### config.mk
export PLATFORM = sky130hd
export DESIGN_NAME = ps2_cursor_ctrl
export DESIGN_NICKNAME = d
export VERILOG_FILES = /design/src/rtl/ps2_cursor_ctrl_pkg.sv /design/src/rtl/ps2_rx_frame.sv /design/src/rtl/ps2_cursor_ctrl.sv
export SDC_FILE = /design/constraint.sdc
export NUM_CORES = 1
export LEC_CHECK = 0
export ABC_AREA = 1
export CORE_MARGIN = 1
export CORE_UTILIZATION = 40
export CTS_BUF_LIST = sky130_fd_sc_hd__clkbuf_4 sky130_fd_sc_hd__clkbuf_8
export DETAILED_ROUTE_END_ITERATION = 8
export GPL_ROUTABILITY_DRIVEN = 0
export RECOVER_POWER = 100
export REMOVE_ABC_BUFFERS = 1
export SLEW_MARGIN = 10
export SYNTH_ARGS = -nofsm -noshare
export SYNTH_HDL_FRONTEND = slang
export SYNTH_HIERARCHICAL = 1
export SYNTH_SLANG_ARGS = --single-unit
### constraint.sdc
create_clock -name clk -period 3.95 [get_ports clk]
set_clock_uncertainty 0.1 [all_clocks]
set_input_delay 1.185 -clock clk [delete_from_list [all_inputs] [get_ports clk]]
set_output_delay 1.185 -clock clk [all_outputs]
set_load 0.1 [all_outputs]
### src/rtl/ps2_cursor_ctrl_pkg.sv
// Shared constants for the Bingo board PS/2 input path: the scan codes this
// block reacts to, the grid size default shared with the VGA display path,
// and the receiver state encoding.
package ps2_cursor_ctrl_pkg;

  // Grid side length; the display path uses the same value.
  localparam int GRID_N_DEF = 5;

  // Device->host idle gap after which a partial frame is dropped (2 ms @ 100 MHz).
  localparam int TIMEOUT_CYC_DEF = 200000;

  // Set-2 scan codes.
  localparam logic [7:0] SC_EXT = 8'hE0;
  localparam logic [7:0] SC_BRK = 8'hF0;
  localparam logic [7:0] SC_UP  = 8'h75;
  localparam logic [7:0] SC_DN  = 8'h72;
  localparam logic [7:0] SC_LT  = 8'h6B;
  localparam logic [7:0] SC_RT  = 8'h74;
  localparam logic [7:0] SC_ENT = 8'h5A;
  localparam logic [7:0] SC_SPC = 8'h29;

  // Frame receiver states.
  typedef enum logic [1:0] {
    RX_IDLE   = 2'd0,
    RX_DATA   = 2'd1,
    RX_PARITY = 2'd2,
    RX_STOP   = 2'd3
  } rx_state_e;

  // Odd parity check over data byte plus parity bit.
  function automatic logic odd_parity_ok(input logic [7:0] data, input logic par);
    return ^{data, par};
  endfunction

endpackage

### src/rtl/ps2_rx_frame.sv
// PS/2 device->host frame receiver.
// Synchronises PS2_CLK/PS2_DATA, detects falling edges of the PS/2 clock,
// assembles start/8 data/parity/stop frames and flags good bytes or bad
// frames with single-cycle pulses. A partial frame is silently abandoned when
// no falling edge arrives for TIMEOUT_CYC clock cycles.
//
// state     | meaning
// RX_IDLE   | waiting for a start bit (data low on a falling edge)
// RX_DATA   | shifting in D0..D7, LSB first
// RX_PARITY | capturing the parity bit
// RX_STOP   | checking stop bit and odd parity, then back to idle
module ps2_rx_frame
  import ps2_cursor_ctrl_pkg::*;
#(
  parameter int TIMEOUT_CYC = TIMEOUT_CYC_DEF
) (
  input  logic       clk,
  input  logic       rst,
  input  logic       ps2_clk_i,
  input  logic       ps2_data_i,
  output logic       byte_vld_o,
  output logic [7:0] byte_o,
  output logic       frame_err_o
);

  localparam int TW = $clog2(TIMEOUT_CYC + 1);
  localparam logic [TW-1:0] TMO_LOAD = TW'(TIMEOUT_CYC - 1);

  logic clk_meta_q, clk_sync_q, clk_prev_q;
  logic data_meta_q, data_sync_q;
  logic fall;

  rx_state_e state_q, state_d;
  logic [2:0]    bitcnt_q, bitcnt_d;
  logic [7:0]    shift_q, shift_d;
  logic          par_q, par_d;
  logic [TW-1:0] tmo_q, tmo_d;
  logic [7:0]    byte_q, byte_d;
  logic          byte_vld_q, byte_vld_d;
  logic          ferr_q, ferr_d;

  // Two-flop synchronisers plus one delayed copy of the clock for edge detect.
  // Lines idle high, so reset to 1 to avoid a spurious edge after reset.
  always_ff @(posedge clk or posedge rst) begin
    if (rst) begin
      clk_meta_q  <= 1'b1;
      clk_sync_q  <= 1'b1;
      clk_prev_q  <= 1'b1;
      data_meta_q <= 1'b1;
      data_sync_q <= 1'b1;
    end else begin
      clk_meta_q  <= ps2_clk_i;
      clk_sync_q  <= clk_meta_q;
      clk_prev_q  <= clk_sync_q;
      data_meta_q <= ps2_data_i;
      data_sync_q <= data_meta_q;
    end
  end

  assign fall = clk_prev_q & ~clk_sync_q;

  // Frame state register and output pulse flops.
  always_ff @(posedge clk or posedge rst) begin
    if (rst) begin
      state_q    <= RX_IDLE;
      bitcnt_q   <= '0;
      shift_q    <= '0;
      par_q      <= 1'b0;
      tmo_q      <= TMO_LOAD;
      byte_q     <= '0;
      byte_vld_q <= 1'b0;
      ferr_q     <= 1'b0;
    end else begin
      state_q    <= state_d;
      bitcnt_q   <= bitcnt_d;
      shift_q    <= shift_d;
      par_q      <= par_d;
      tmo_q      <= tmo_d;
      byte_q     <= byte_d;
      byte_vld_q <= byte_vld_d;
      ferr_q     <= ferr_d;
    end
  end

  // Next-state logic: advance one frame bit per falling edge; otherwise run
  // the inactivity down-counter while a frame is in progress.
  always_comb begin
    state_d    = state_q;
    bitcnt_d   = bitcnt_q;
    shift_d    = shift_q;
    par_d      = par_q;
    tmo_d      = tmo_q;
    byte_d     = byte_q;
    byte_vld_d = 1'b0;
    ferr_d     = 1'b0;

    if (fall) begin
      tmo_d = TMO_LOAD;
      case (state_q)
        RX_IDLE: begin
          // A high data bit here is line noise or a lost frame tail; ignore it.
          if (!data_sync_q) begin
            state_d  = RX_DATA;
            bitcnt_d = '0;
          end
        end
        RX_DATA: begin
          shift_d = {data_sync_q, shift_q[7:1]};
          if (bitcnt_q == 3'd7) begin
            state_d = RX_PARITY;
          end else begin
            bitcnt_d = bitcnt_q + 3'd1;
          end
        end
        RX_PARITY: begin
          par_d   = data_sync_q;
          state_d = RX_STOP;
        end
        RX_STOP: begin
          if (data_sync_q && odd_parity_ok(shift_q, par_q)) begin
            byte_vld_d = 1'b1;
            byte_d     = shift_q;
          end else begin
            ferr_d = 1'b1;
          end
          state_d = RX_IDLE;
        end
        default: state_d = RX_IDLE;
      endcase
    end else if (state_q != RX_IDLE) begin
      if (tmo_q == '0) begin
        state_d = RX_IDLE;
      end else begin
        tmo_d = tmo_q - 1'b1;
      end
    end
  end

  assign byte_vld_o  = byte_vld_q;
  assign byte_o      = byte_q;
  assign frame_err_o = ferr_q;

endmodule

### src/rtl/ps2_cursor_ctrl.sv
// PS/2 keyboard cursor controller for the Bingo board.
// Decodes make/break/extended scan codes from ps2_rx_frame, moves a cursor
// over the GRID_N x GRID_N grid with the arrow keys and emits a one-cycle
// select pulse with the cell index on Enter or Space.
// Build option: define CURSOR_WRAP_EN to make cursor moves wrap around the
// grid edges instead of saturating.
module ps2_cursor_ctrl
  import ps2_cursor_ctrl_pkg::*;
#(
  parameter int GRID_N      = GRID_N_DEF,
  parameter int TIMEOUT_CYC = TIMEOUT_CYC_DEF
) (
  input  logic       clk,
  input  logic       rst,
  input  logic       PS2_CLK,
  input  logic       PS2_DATA,
  output logic [2:0] cur_x,
  output logic [2:0] cur_y,
  output logic       sel_valid,
  output logic [4:0] sel_idx,
  output logic [7:0] key_code,
  output logic       frame_err
);

  localparam logic [2:0] MAX_POS = 3'(GRID_N - 1);
  localparam logic [4:0] GRID_W  = 5'(GRID_N);

  logic       rx_vld;
  logic [7:0] rx_byte;
  logic       rx_ferr;

  logic       ext_q, ext_d;
  logic       brk_q, brk_d;
  logic [2:0] cur_x_q, cur_x_d;
  logic [2:0] cur_y_q, cur_y_d;
  logic       sel_valid_q, sel_valid_d;
  logic [4:0] sel_idx_q, sel_idx_d;
  logic [7:0] key_code_q, key_code_d;
  logic [4:0] idx_now;

  ps2_rx_frame #(
    .TIMEOUT_CYC (TIMEOUT_CYC)
  ) u_rx (
    .clk         (clk),
    .rst         (rst),
    .ps2_clk_i   (PS2_CLK),
    .ps2_data_i  (PS2_DATA),
    .byte_vld_o  (rx_vld),
    .byte_o      (rx_byte),
    .frame_err_o (rx_ferr)
  );

  function automatic logic [2:0] pos_dec(input logic [2:0] p);
`ifdef CURSOR_WRAP_EN
    return (p == 3'd0) ? MAX_POS : p - 3'd1;
`else
    return (p == 3'd0) ? p : p - 3'd1;
`endif
  endfunction

  function automatic logic [2:0] pos_inc(input logic [2:0] p);
`ifdef CURSOR_WRAP_EN
    return (p >= MAX_POS) ? 3'd0 : p + 3'd1;
`else
    return (p >= MAX_POS) ? p : p + 3'd1;
`endif
  endfunction

  assign idx_now = ({2'b00, cur_y_q} * GRID_W) + {2'b00, cur_x_q};

  // Decoder/cursor state register.
  always_ff @(posedge clk or posedge rst) begin
    if (rst) begin
      ext_q       <= 1'b0;
      brk_q       <= 1'b0;
      cur_x_q     <= '0;
      cur_y_q     <= '0;
      sel_valid_q <= 1'b0;
      sel_idx_q   <= '0;
      key_code_q  <= '0;
    end else begin
      ext_q       <= ext_d;
      brk_q       <= brk_d;
      cur_x_q     <= cur_x_d;
      cur_y_q     <= cur_y_d;
      sel_valid_q <= sel_valid_d;
      sel_idx_q   <= sel_idx_d;
      key_code_q  <= key_code_d;
    end
  end

  // Scan-code decode: prefixes set flags, releases are swallowed, makes act.
  // Select and move codes are disjoint, so one byte can never do both.
  always_comb begin
    ext_d       = ext_q;
    brk_d       = brk_q;
    cur_x_d     = cur_x_q;
    cur_y_d     = cur_y_q;
    sel_valid_d = 1'b0;
    sel_idx_d   = sel_idx_q;
    key_code_d  = key_code_q;

    if (rx_vld) begin
      if (rx_byte == SC_EXT) begin
        ext_d = 1'b1;
      end else if (rx_byte == SC_BRK) begin
        brk_d = 1'b1;
      end else if (brk_q) begin
        ext_d = 1'b0;
        brk_d = 1'b0;
      end else begin
        key_code_d = rx_byte;
        ext_d      = 1'b0;
        if (rx_byte == SC_ENT || rx_byte == SC_SPC) begin
          sel_valid_d = 1'b1;
          sel_idx_d   = idx_now;
        end else if (ext_q) begin
          case (rx_byte)
            SC_UP:   cur_y_d = pos_dec(cur_y_q);
            SC_DN:   cur_y_d = pos_inc(cur_y_q);
            SC_LT:   cur_x_d = pos_dec(cur_x_q);
            SC_RT:   cur_x_d = pos_inc(cur_x_q);
            default: ;
          endcase
        end
      end
    end
  end

  assign cur_x     = cur_x_q;
  assign cur_y     = cur_y_q;
  assign sel_valid = sel_valid_q;
  assign sel_idx   = sel_idx_q;
  assign key_code  = key_code_q;
  assign frame_err = rx_ferr;

endmodule

**Word-level counts from Yosys, hierarchy flattened**

Cells that the tools add are included.

- Register bits after elaboration: 69
- Output and inout bits: 21
- Word-level logic and storage cells: 115

- $add $sub $neg: 7
- Multiply operators: 1
- Order comparisons: 2
- Equality and inequality tests: 22
- Mux-type cells: 32
- Bitwise gates (word level): 6
- Reductions and logical operators: 25

Operators by type and width:

| cell | count |
|---|---|
| 18-bit two-way mux | 3 |
| 8-bit by 7-bit == test with 1-bit output, second input constant | 5 |
| 18-bit logical NOT | 1 |
| 3-bit two-way mux | 6 |
| 3-bit one-hot mux with 2 select lines | 3 |
| 9-bit AND reduction | 2 |
| 18-bit by 1-bit subtractor with 18-bit output, second input constant | 1 |
| 8-bit == test, second input constant | 2 |
| 1-bit two-way mux | 14 |
| 2-bit inequality test, second input constant | 7 |
| 4-bit AND reduction | 3 |
| 2-bit nonzero test | 6 |
| 2-bit two-way mux | 5 |
| 2-bit AND reduction | 5 |
| 3-bit by 1-bit adder with 3-bit output, second input constant | 3 |
| 9-bit XOR reduction | 1 |
| 8-bit by 6-bit == test with 1-bit output, second input constant | 1 |
| 2-bit one-hot mux with 4 select lines | 1 |
| 3-bit >= comparator, second input constant | 2 |
| 3-bit logical NOT | 2 |
| 3-bit inequality test, second input constant | 2 |
| 3-bit by 1-bit subtractor with 3-bit output, second input constant | 2 |
| 5-bit by 3-bit adder with 5-bit output | 1 |
| 3-bit by 3-bit multiplier with 5-bit output, second input constant | 1 |
| other kinds (11) | 16 |

**Longest topological paths before layout**

- Word-level depth: 7
- Depth in mapped cells: 14
- Gate-level depth less buffers: 14

**By module**

The synthesis kept the hierarchy.

By module, submodules not included:

| module | instances | cells an instance | area an instance (um^2) |
|---|---|---|---|
| ps2_rx_frame | 1 | 339 | 2615.0 |
| ps2_cursor_ctrl | 1 | 198 | 1532.7 |

**Worst setup path after synthesis**

Ideal clock, no wire load.

- Path kind: register -> register
- Start: register cur_y_q[0] (netlist: cur_y[0])
- End: register sel_idx_q[3] (netlist: sel_idx[3])
- Setup time: 76 ps
- Arrival time: 2419 ps
- Required time: 3774 ps
- Setup slack: 1354 ps
- Cell stages (with the launch flop): 7
- Buffers on the path: 0
- Period minus slack after synthesis: 2596 ps
- Cells stage by stage: dfrtp_1 -> ha_1 -> ha_1 -> inv_1 -> fa_1 -> xor2_1 -> o21ai_1

- Word-level cells in the longest chain between the ends: 2

Ends and longest elaborated chain:

| element | line | source |
|---|---|---|
| from (decl) | ps2_cursor_ctrl.sv:35 | `logic [2:0] cur_y_q, cur_y_d;` |
| from (signal assigned) | ps2_cursor_ctrl.sv:85 | `cur_y_q <= cur_y_d;` |
| 3-bit by 3-bit multiplier with 5-bit output | ps2_cursor_ctrl.sv:69 | `assign idx_now = ({2'b00, cur_y_q} * GRID_W) + {2'b00, cur_x_q};` |
| 5-bit by 3-bit adder with 5-bit output | ps2_cursor_ctrl.sv:69 |  |
| to (signal assigned) | ps2_cursor_ctrl.sv:87 | `sel_idx_q <= sel_idx_d;` |
| to (decl) | ps2_cursor_ctrl.sv:37 | `logic [4:0] sel_idx_q, sel_idx_d;` |

Every way passes these cells.
A chain may end at the register's enable or synchronous reset.

**Worst setup path after layout**

- Start: register cur_y_q[0] (netlist: cur_y[0])
- End: output cur_y[0]

RTL lines:

| element | line | source |
|---|---|---|
| to (decl) | ps2_cursor_ctrl.sv:18 | `output logic [2:0] cur_y,` |

No word-level cell between the ends.

==> impl_metrics.env <==
export IMPL_antenna_found_initial=0
export IMPL_path_cells="clkbuf_1"
export IMPL_max_freq_mhz=328
export IMPL_maxUsedRoutingLayer="met4"
export IMPL_rows=36
export IMPL_crit_path_start_kind="register"
export IMPL_stdcell_count=704
export IMPL_fin_tns_setup_ns=0
export IMPL_wl_met1_mm=3.92
export IMPL_h_tree_depth=3
export IMPL_hold_ws_ns=0.257
export IMPL_regArea_um2=1750
export IMPL_syn_area_um2=4150
export IMPL_synth_most_common_cell="nand2_1"
export IMPL_required_ns=2.66
export IMPL_diodes=0
export IMPL_hold_viol=0
export IMPL_overflow=0
export IMPL_grt_pass1_vias=3213
export IMPL_place_area_um2=4460
export IMPL_min_to="u_rx/clk_sync_q"
export IMPL_fin_area_um2=4490
export IMPL_cts_path_max_buffers=2
export IMPL_syn_area_per_cell_um2=7.72
export IMPL_dieArea_um2=10800
export IMPL_crit_type="register to output port"
export IMPL_synthTopCellsByCount="nand2_1, inv_1, dfrtp_1"
export IMPL_cp_slowest_cell="clkbuf_1"
export IMPL_finalSetupViolations=0
export IMPL_cts_sinks=69
export IMPL_r2r_setup_slack_ns=1.08
export IMPL_async_flop_share_pct=100
export IMPL_die_h_um=104
export IMPL_io_buffers=24
export IMPL_violations="max-capacitance violations, max-slew violations"
export IMPL_worst_hold_path_type="register to register"
export IMPL_rr_worst_depth=7
export IMPL_cp_arrival_ns=1.77
export IMPL_start_util_pct=41.9
export IMPL_multi_input_area_um2=1950
export IMPL_cts_root_buffer_cell="clkbuf_8"
export IMPL_p_leak_uw=0.00224
export IMPL_slowest_delay_ns=0.90
export IMPL_clkSlewWorstSetupHoldPaths_ns=0.08
export IMPL_grt_max_degree=47
export IMPL_vias=3296
export IMPL_post_cts_resized=0
export IMPL_rr_endpoint="u_rx/byte_o[1]"
export IMPL_synth_top_area_share_pct=32.0
export IMPL_dp_hpwl_mm=5.87
export IMPL_ir_drop_mv=0.244
export IMPL_dr_pass1_iters=6
export IMPL_wl_met2_mm=3.91
export IMPL_fill_cells=1022
export IMPL_wl_met3_um=225
export IMPL_routed_wl_mm=8.11
export IMPL_slew_viol_final=47
export IMPL_r2r_start="u_rx/clk_prev_q"
export IMPL_status="finished, violations left"
export IMPL_post_place_cells=688
export IMPL_cap_violations=1
export IMPL_drtIter0Drc=93
export IMPL_ant_nets=0
export IMPL_min_path_cells=0
export IMPL_drive_gt1_share_pct=12.6
export IMPL_seq_area_frac_synth_pct=42.1
export IMPL_finalCritPeriodShare_pct=77.2
export IMPL_ys_warnings_count=6
export IMPL_finalNetCount=588
export IMPL_ys_ff_latch=69
export IMPL_die_x_um=104
export IMPL_period_minus_slack_ns=3.05
export IMPL_ys_types=35
export IMPL_clk_latency_ns=0.34
export IMPL_syn_inst=537
export IMPL_via_per_inst=4.68
export IMPL_numCtsBuffers=9
export IMPL_ioPinCount=25
export IMPL_core_um2=9910
export IMPL_routedWlPerCell_um=11.5
export IMPL_relSlewSlack_pct=-15.4
export IMPL_cts_hold_buffers_added=0
export IMPL_grt_usage_pct=16.1
export IMPL_crit_path_end_kind="output port"
export IMPL_ys_flop_type="dfrtp_1"
export IMPL_powerDensity_nw_per_um2=471
export IMPL_post_cts_buffers=0
export IMPL_syn_to_final_growth_pct=8.21
export IMPL_final_util_pct=45.3
export IMPL_tritoncts="done"
export IMPL_synth_edf_count=0
export IMPL_synth_top_area_cell="dfrtp_1"
export IMPL_crit_buf_inv=1
export IMPL_worstHoldStart="u_rx/clk_meta_q"
export IMPL_rsz0062_at_grt="false"
export IMPL_grt_pass1_wl_mm=14.3
export IMPL_tightest_slew_ns=1.73
export IMPL_drc=0
export IMPL_critPathTopFamily="buffers and inverters"
export IMPL_worstPathMaxFanout=7
export IMPL_synth_area_leaders="dfrtp_1, nand2_1, dfstp_2, inv_1, ha_1"
[cells in the final DEF, fill, tap and decap left out, drive strengths merged]
| master | count |
|---|---|
| nand2 | 199 |
| inv | 74 |
| nor2 | 55 |
| dfrtp | 53 |
| o21ai | 44 |
| nand3 | 38 |
| clkbuf | 33 |
| ha | 16 |
| dfstp | 16 |
| nand4 | 12 |
| xor2 | 6 |
| a21oi | 5 |
| xnor2 | 3 |
| nand3b | 3 |
| nor3 | 2 |
| fa | 2 |
| clkinvlp | 2 |
| bufinv | 2 |
| dlygate4sd3 | 2 |
| clkinv | 1 |
| clkdlybuf4s50 | 1 |
| a211oi | 1 |
| or2 | 1 |
[registers in the layout, indices dropped and copies added, names as in the netlist, 2 cells and up]
register / count
u_rx/byte_o: 8
u_rx/bitcnt_q: 3
sel_idx: 5
u_rx/state_q: 2
cur_y: 3
u_rx/tmo_q: 18
cur_x: 3
key_code: 8
u_rx/shift_q: 8
[stage by stage]
step	total power, uW	setup slack [ns]
after CTS	2170	1.42
final	2110	0.899
after floorplan	1380	1.35
after global routing	2270	0.765
after detailed placement	1510	1.33
after global placement	1480	1.33
[how the worst max path moves through the flow]
| stage | start | to | slack (ns) | depth (start not counted) |
|---|---|---|---|---|
| 4_1_cts | cur_y[0] | cur_y[0] | 1.42 | 1 |
| 3_5_place_dp | rst | u_rx/tmo_q[0] | 1.33 | 3 |
| 5_1_grt | rst | u_rx/shift_q[7] | 0.77 | 2 |
| 6_report | cur_y[0] | cur_y[0] | 0.90 | 1 |
| 2_1_floorplan | cur_y[0] | sel_idx[3] | 1.35 | 6 |
| 3_3_place_gp | rst | u_rx/tmo_q[4] | 1.33 | 3 |
[final cells by class]
cell class	count	area share [%]
timing repair buffer	25	2.51
inverter	74	6.24
clock buffer	11	3.23
sequential	69	38.9
tap	133	3.71
clock inverter	5	1.87
multi-input combinational	387	43.5
[worst register-to-register path: stages (launching register included)]
cell	delay [ns]
dfstp_2	0.52
inv_1	0.03
nor2_1	0.61
inv_2	0.33
nor2_1	0.52
nand4_1	0.42
nand2_1	0.17
nand2_1	0.06
[per-layer routing]
metal	up-vias	global-route usage, %
li1	1737	-
met1	1517	20.0
met3	4	3.84
met5	-	0
met4	0	3.98
met2	38	28.0
[logic make-up (layout without fill, tap and decap cells)]
kind of cell | Yosys count | after routing | share of synthesized area, %
xor+xnor | 9 | 9 | 1.90
fa+ha+maj | 18 | 18 | 5.79
flops | 69 | 69 | 42.1
simple gates | 310 | 310 | 34.7
compound gates | 50 | 50 | 7.48
buf+inv | 81 | 115 | 8.05
[report_power, final]
| part | internal (uW) | switching (uW) | leakage [uW] | total, uW |
|---|---|---|---|---|
| logic | 177 | 347 | 0.00123 | 525 |
| registers | 832 | 101 | 0.000904 | 933 |
| clock network | 381 | 274 | 0.000109 | 655 |
Note: power is estimated with default switching activity, not from simulation.
==> patch 1: new RTL, same flow settings <==
The package constant `TIMEOUT_CYC_DEF` goes from 200000 to 400000.
--- a/src/rtl/ps2_cursor_ctrl_pkg.sv
+++ b/src/rtl/ps2_cursor_ctrl_pkg.sv
@@ -9,3 +9,3 @@
   // Device->host idle gap after which a partial frame is dropped (2 ms @ 100 MHz).
-  localparam int TIMEOUT_CYC_DEF = 200000;
+  localparam int TIMEOUT_CYC_DEF = 400000;
 
Check against the original RTL: same outputs for any inputs over 10 cycles, from zero or initial values and one cycle with rst high; that may be too few to reach the edited logic, so the function may still have changed.
==> patch 1 against the unedited design <==
Via count rose by 2.8%; sequential power fell by 4.7%; total power is 8.7% lower; design area shrank 0.47%; area after synthesis unchanged; non-clock buffer count increased by 1; synthesized cell count rose by 1.1%; routed wire length rose by 4.4%; setup slack better by 0.013 ns; sequential cell count up 1; fmax is 0.44% higher; die area is the same; critical path type unchanged; highest routed layer unchanged.
==> patch 1: results (changes against the unedited design) <==
[clock_tree]
cts_resized = 0  ; unchanged
clock-root-buffer = clkbuf_8
ctsHoldBuffers = 0  ; unchanged
post_cts_buffers = 0  ; unchanged
clockBufferDepth = 2  ; unchanged
clock_latency_ns = 0.35
cts.clk_slew.worst_paths_ns = 0.08  ; about the same
cts_buffers = 9  ; unchanged
htreeDepth = 3  ; unchanged

[synth]
ys_warn_count = 6  ; unchanged
synth-seq-area-share_pct = 42.7  ; +0.63 points
avgSynthCellArea_sq_um = 7.64  ; -1.1%
synth-async-reset-ratio_pct = 100  ; unchanged
synthTopCellsByArea = dfrtp_1, nand2_1, dfstp_2, inv_1, ha_1
ys_types = 32  ; -8.6%
synth_ff_type = dfrtp_1
synthTopCellsByCount = nand2_1, inv_1, dfrtp_1

[sta]
setup_viol = 0  ; unchanged
tightestPinTransition_ns = 1.17  ; -0.556 ns
final_min_period_over_clock_period_pct = 76.9  ; -0.34 points

[status]
run_status = completed

[grt]
grt_max_degree = 23  ; -51%
antenna_found_initial = 0  ; unchanged
grt_pass1_wl_microns = 15200  ; +6.1%
grt_pass1_vias = 3387  ; +5.4%
grt_util_all_layers_pct = 17.4  ; +1.3 points

[setup_path]
critPathMaxStageDelay_ns = 0.90  ; about the same
crit_start = cur_y[0]$_DFFE_PP0P_
cp.arrival_ns = 1.75  ; -0.02 ns
crit_fanout = 7  ; unchanged
r2r_setup_slack_ns = 1.09
crit_family = buffers and inverters
r2r_start = u_rx/clk_prev_q$_DFF_PP1_
r2r-end = u_rx/byte_o[2]$_DFFE_PP0P_
critPathSlowestCell = clkbuf_1
ff2ff_path_depth = 7  ; unchanged
crit_end = cur_y[0]

[pwr]
p_sw_share_pct = 35.3  ; +1.1 points
power_leakage_nw = 2.21  ; -1.4%
vdd_drop_max_uv = 263  ; +7.7%

[placed_design]
dp_hpwl_microns = 6180  ; +5.3%
dp_cells = 695  ; +1.0%
dpl_cell_area_sq_mm = 0.00447  ; +0.34%
pre_cts_slack_ns = 1.51  ; +0.180 ns
numPortBuffers = 24  ; unchanged

[final_layout]
largest-register = u_rx/tmo_q
instances_no_fill = 711  ; +0.99%
num-fill-cells = 1070  ; +4.7%
drive_above_1_share_pct = 11.6  ; -1.0 points
largest_reg_flops = 19  ; +1
final-seq-area_sq_mm = 0.00177  ; +1.5%
diodes = 0  ; unchanged
nets = 595  ; +1.2%

[hold_path]
hold_start = u_rx/data_meta_q$_DFF_PP1_
min_path_type = reg -> reg

[detailed_routing]
viasPerCell = 4.77  ; +1.8%
first_iter_violations = 118  ; +27%
wl_microns = 8460  ; +4.4%
drtPass1Iterations = 4  ; -2

[die]
start_util_pct = 41.9  ; unchanged

## patch 1: worst min path at each step
| stage | end | slack, ns | depth (start not counted) |
|---|---|---|---|
| after floorplan | u_rx/clk_sync_q$_DFF_PP1_ | 0.25 | 0 |
| after global placement | u_rx/data_sync_q$_DFF_PP1_ | 0.25 | 0 |
| final | u_rx/data_sync_q$_DFF_PP1_ | 0.24 | 0 |
| after CTS | u_rx/data_sync_q$_DFF_PP1_ | 0.25 | 0 |
| after detailed placement | u_rx/data_sync_q$_DFF_PP1_ | 0.25 | 0 |
| after global routing | u_rx/data_sync_q$_DFF_PP1_ | 0.25 | 0 |
## patch 1: layer usage
layer	wire [microns]	GRT usage (%)	up-vias	share of wire [%]
li1	-	-	1770	-
met1	4030	21.7	1561	48
met2	3990	29.0	44	47
met3	301	4.53	13	3.6
met4	135	6.33	0	1.6
met5	0	0	-	0
## patch 1: area by class of cell
cell class	instances	share of cell area, %
clock buffer	13	3.73
tap	133	3.73
sequential	70	39.7
timing repair buffer	26	2.61
multi-input combinational	391	43.5
clock inverter	3	0.420
inverter	75	6.30
## patch 1: power groups by stage
stage | clock, mW | combinational [mW] | sequential [mW]
finish | 0.544 | 0.496 | 0.889
detailed placement | 0 | 0.507 | 0.901
global route | 0.598 | 0.585 | 0.901
CTS | 0.571 | 0.511 | 0.889
global placement | 0 | 0.493 | 0.899
floorplan | 0 | 0.408 | 0.884
## patch 1: logic make-up after synthesis
| kind of cell | after synthesis | synth area share, % |
|---|---|---|
| and+or+nand+nor | 317 | 35.0 |
| AOI/OAI and AO/OA | 50 | 7.30 |
| xor gates and xnor gates | 6 | 1.27 |
| buffers and inverters | 82 | 7.90 |
| DFF | 70 | 42.7 |
| adders and majority gates | 18 | 5.79 |
==> patch 2: new RTL, same flow settings <==
Made on the original files. Encoding of `rx_state_e`: now Gray code (2 bits for 4 states).
--- a/src/rtl/ps2_cursor_ctrl_pkg.sv
+++ b/src/rtl/ps2_cursor_ctrl_pkg.sv
@@ -23,6 +23,6 @@
   typedef enum logic [1:0] {
-    RX_IDLE   = 2'd0,
-    RX_DATA   = 2'd1,
-    RX_PARITY = 2'd2,
-    RX_STOP   = 2'd3
+    RX_IDLE   = 2'b00,
+    RX_DATA   = 2'b01,
+    RX_PARITY = 2'b11,
+    RX_STOP   = 2'b10
   } rx_state_e;
Check against the original RTL: no difference found for any inputs over 10 cycles, from zero or initial values and one cycle with rst high; not proved beyond that.
==> patch 2 against the unedited design <==
Global-route usage is 0.83 points higher; fmax is 2.8% lower; sequential share of layout area is 0.49 points higher; critical path type unchanged; the run still ends with max-capacitance violations, max-slew violations left; total power is 7.8% higher; sequential cell count stayed put; routed wire length is 1.9% lower; highest routed layer unchanged; hold slack hardly changed; design area is 1.3% lower; area after synthesis is 2.5% lower; setup slack worse by 0.089 ns.
==> patch 2: results (changes against the unedited design) <==
[detailed_routing]
drtPass1Iterations = 7  ; +1
wl_microns = 7950  ; -1.9%
vias = 3363  ; +2.0%
first_iter_violations = 129  ; +39%

[clock_tree]
clockBufferDepth = 2  ; unchanged
htreeDepth = 3  ; unchanged

[setup_path]
crit_end = sel_valid
crit_fanout = 1  ; -6
crit_family = buffers and inverters
critPathMaxStageDelay_ns = 1.19  ; +0.29 ns
critPathSlowestCell = dlygate4sd3_1
cp.arrival_ns = 1.85  ; +0.08 ns
crit_start = sel_valid$_DFF_PP0_
r2r-end = u_rx/byte_o[0]$_DFFE_PP0P_

[pwr]
vdd_drop_max_uv = 274  ; +12%
pwr-share-seq_pct = 42.3  ; -1.9 points
p_clk_uw = 702  ; +7.2%
p_int_mw = 1.48  ; +6.7%
power_leakage_nw = 2.21  ; -1.2%

[grt]
grt_util_all_layers_pct = 16.9  ; +0.83 points
grtUsageMet2_pct = 29.2  ; +1.2 points
grt_pass1_wl_microns = 14000  ; -2.4%
grt_max_degree = 43  ; -8.5%
grt_pass1_vias = 3210  ; -0.093%
met1_usage_pct = 20.8  ; +0.74 points

[final_layout]
clkCellAreaFrac_pct = 5.48  ; +0.38 points
sh_seq_area_pct = 39.4  ; +0.49 points
nets = 572  ; -2.7%
instances_no_fill = 692  ; -1.7%
n_all_inverters = 73  ; -1.4%
drive_above_1_share_pct = 10.4  ; -2.2 points
nClkBuffers = 10  ; -1
num-fill-cells = 1005  ; -1.7%
multi_input_area_sq_mm = 0.00188  ; -3.6%
final_cell_area_sq_mm = 0.00443  ; -1.3%
multi_input_gates = 376  ; -2.8%

[placed_design]
dp_cells = 676  ; -1.7%
pre_cts_slack_ns = 1.24  ; -0.0902 ns
dp_hpwl_microns = 5730  ; -2.4%
numPortBuffers = 24  ; unchanged

[synth]
synth_compound_area_share_pct = 8.48  ; +1.0 points
synthTopCellsByCount = nand2_1, inv_1, dfrtp_1
synthTopCellsByArea = dfrtp_1, nand2_1, dfstp_2, inv_1, nor2_1
synth_xor_area_share_pct = 1.52  ; -0.38 points
synth-seq-area-share_pct = 43.2  ; +1.1 points
avgSynthCellArea_sq_um = 7.70  ; -0.28%
ys_types = 36  ; +2.9%

[status]
run_status = finished, violations left
violations = max-capacitance violations, max-slew violations

[sta]
setup_slack_ns = 0.810  ; -0.0885 ns
tightestPinTransition_ns = 1.61  ; -0.115 ns
maxSlewViolCount = 43  ; -8.5%

[die]
die_w_microns = 103  ; -1.2%

[job]
drv_cap = 1  ; unchanged

## patch 2: how the worst min path moves through the flow
stage	startpoint	endpoint	slack, ns
after floorplan	u_rx/clk_meta_q$_DFF_PP1_	u_rx/clk_sync_q$_DFF_PP1_	0.25
after global placement	u_rx/data_meta_q$_DFF_PP1_	u_rx/data_sync_q$_DFF_PP1_	0.25
after detailed placement	u_rx/data_meta_q$_DFF_PP1_	u_rx/data_sync_q$_DFF_PP1_	0.25
after CTS	u_rx/data_meta_q$_DFF_PP1_	u_rx/data_sync_q$_DFF_PP1_	0.26
after global routing	u_rx/data_meta_q$_DFF_PP1_	u_rx/data_sync_q$_DFF_PP1_	0.27
final	u_rx/data_meta_q$_DFF_PP1_	u_rx/data_sync_q$_DFF_PP1_	0.26
## patch 2: metal layers
layer | wire (microns) | part of all wire, %
met1 | 3820 | 48
met2 | 3800 | 48
met3 | 192 | 2.4
met4 | 141 | 1.8
met5 | 0 | 0
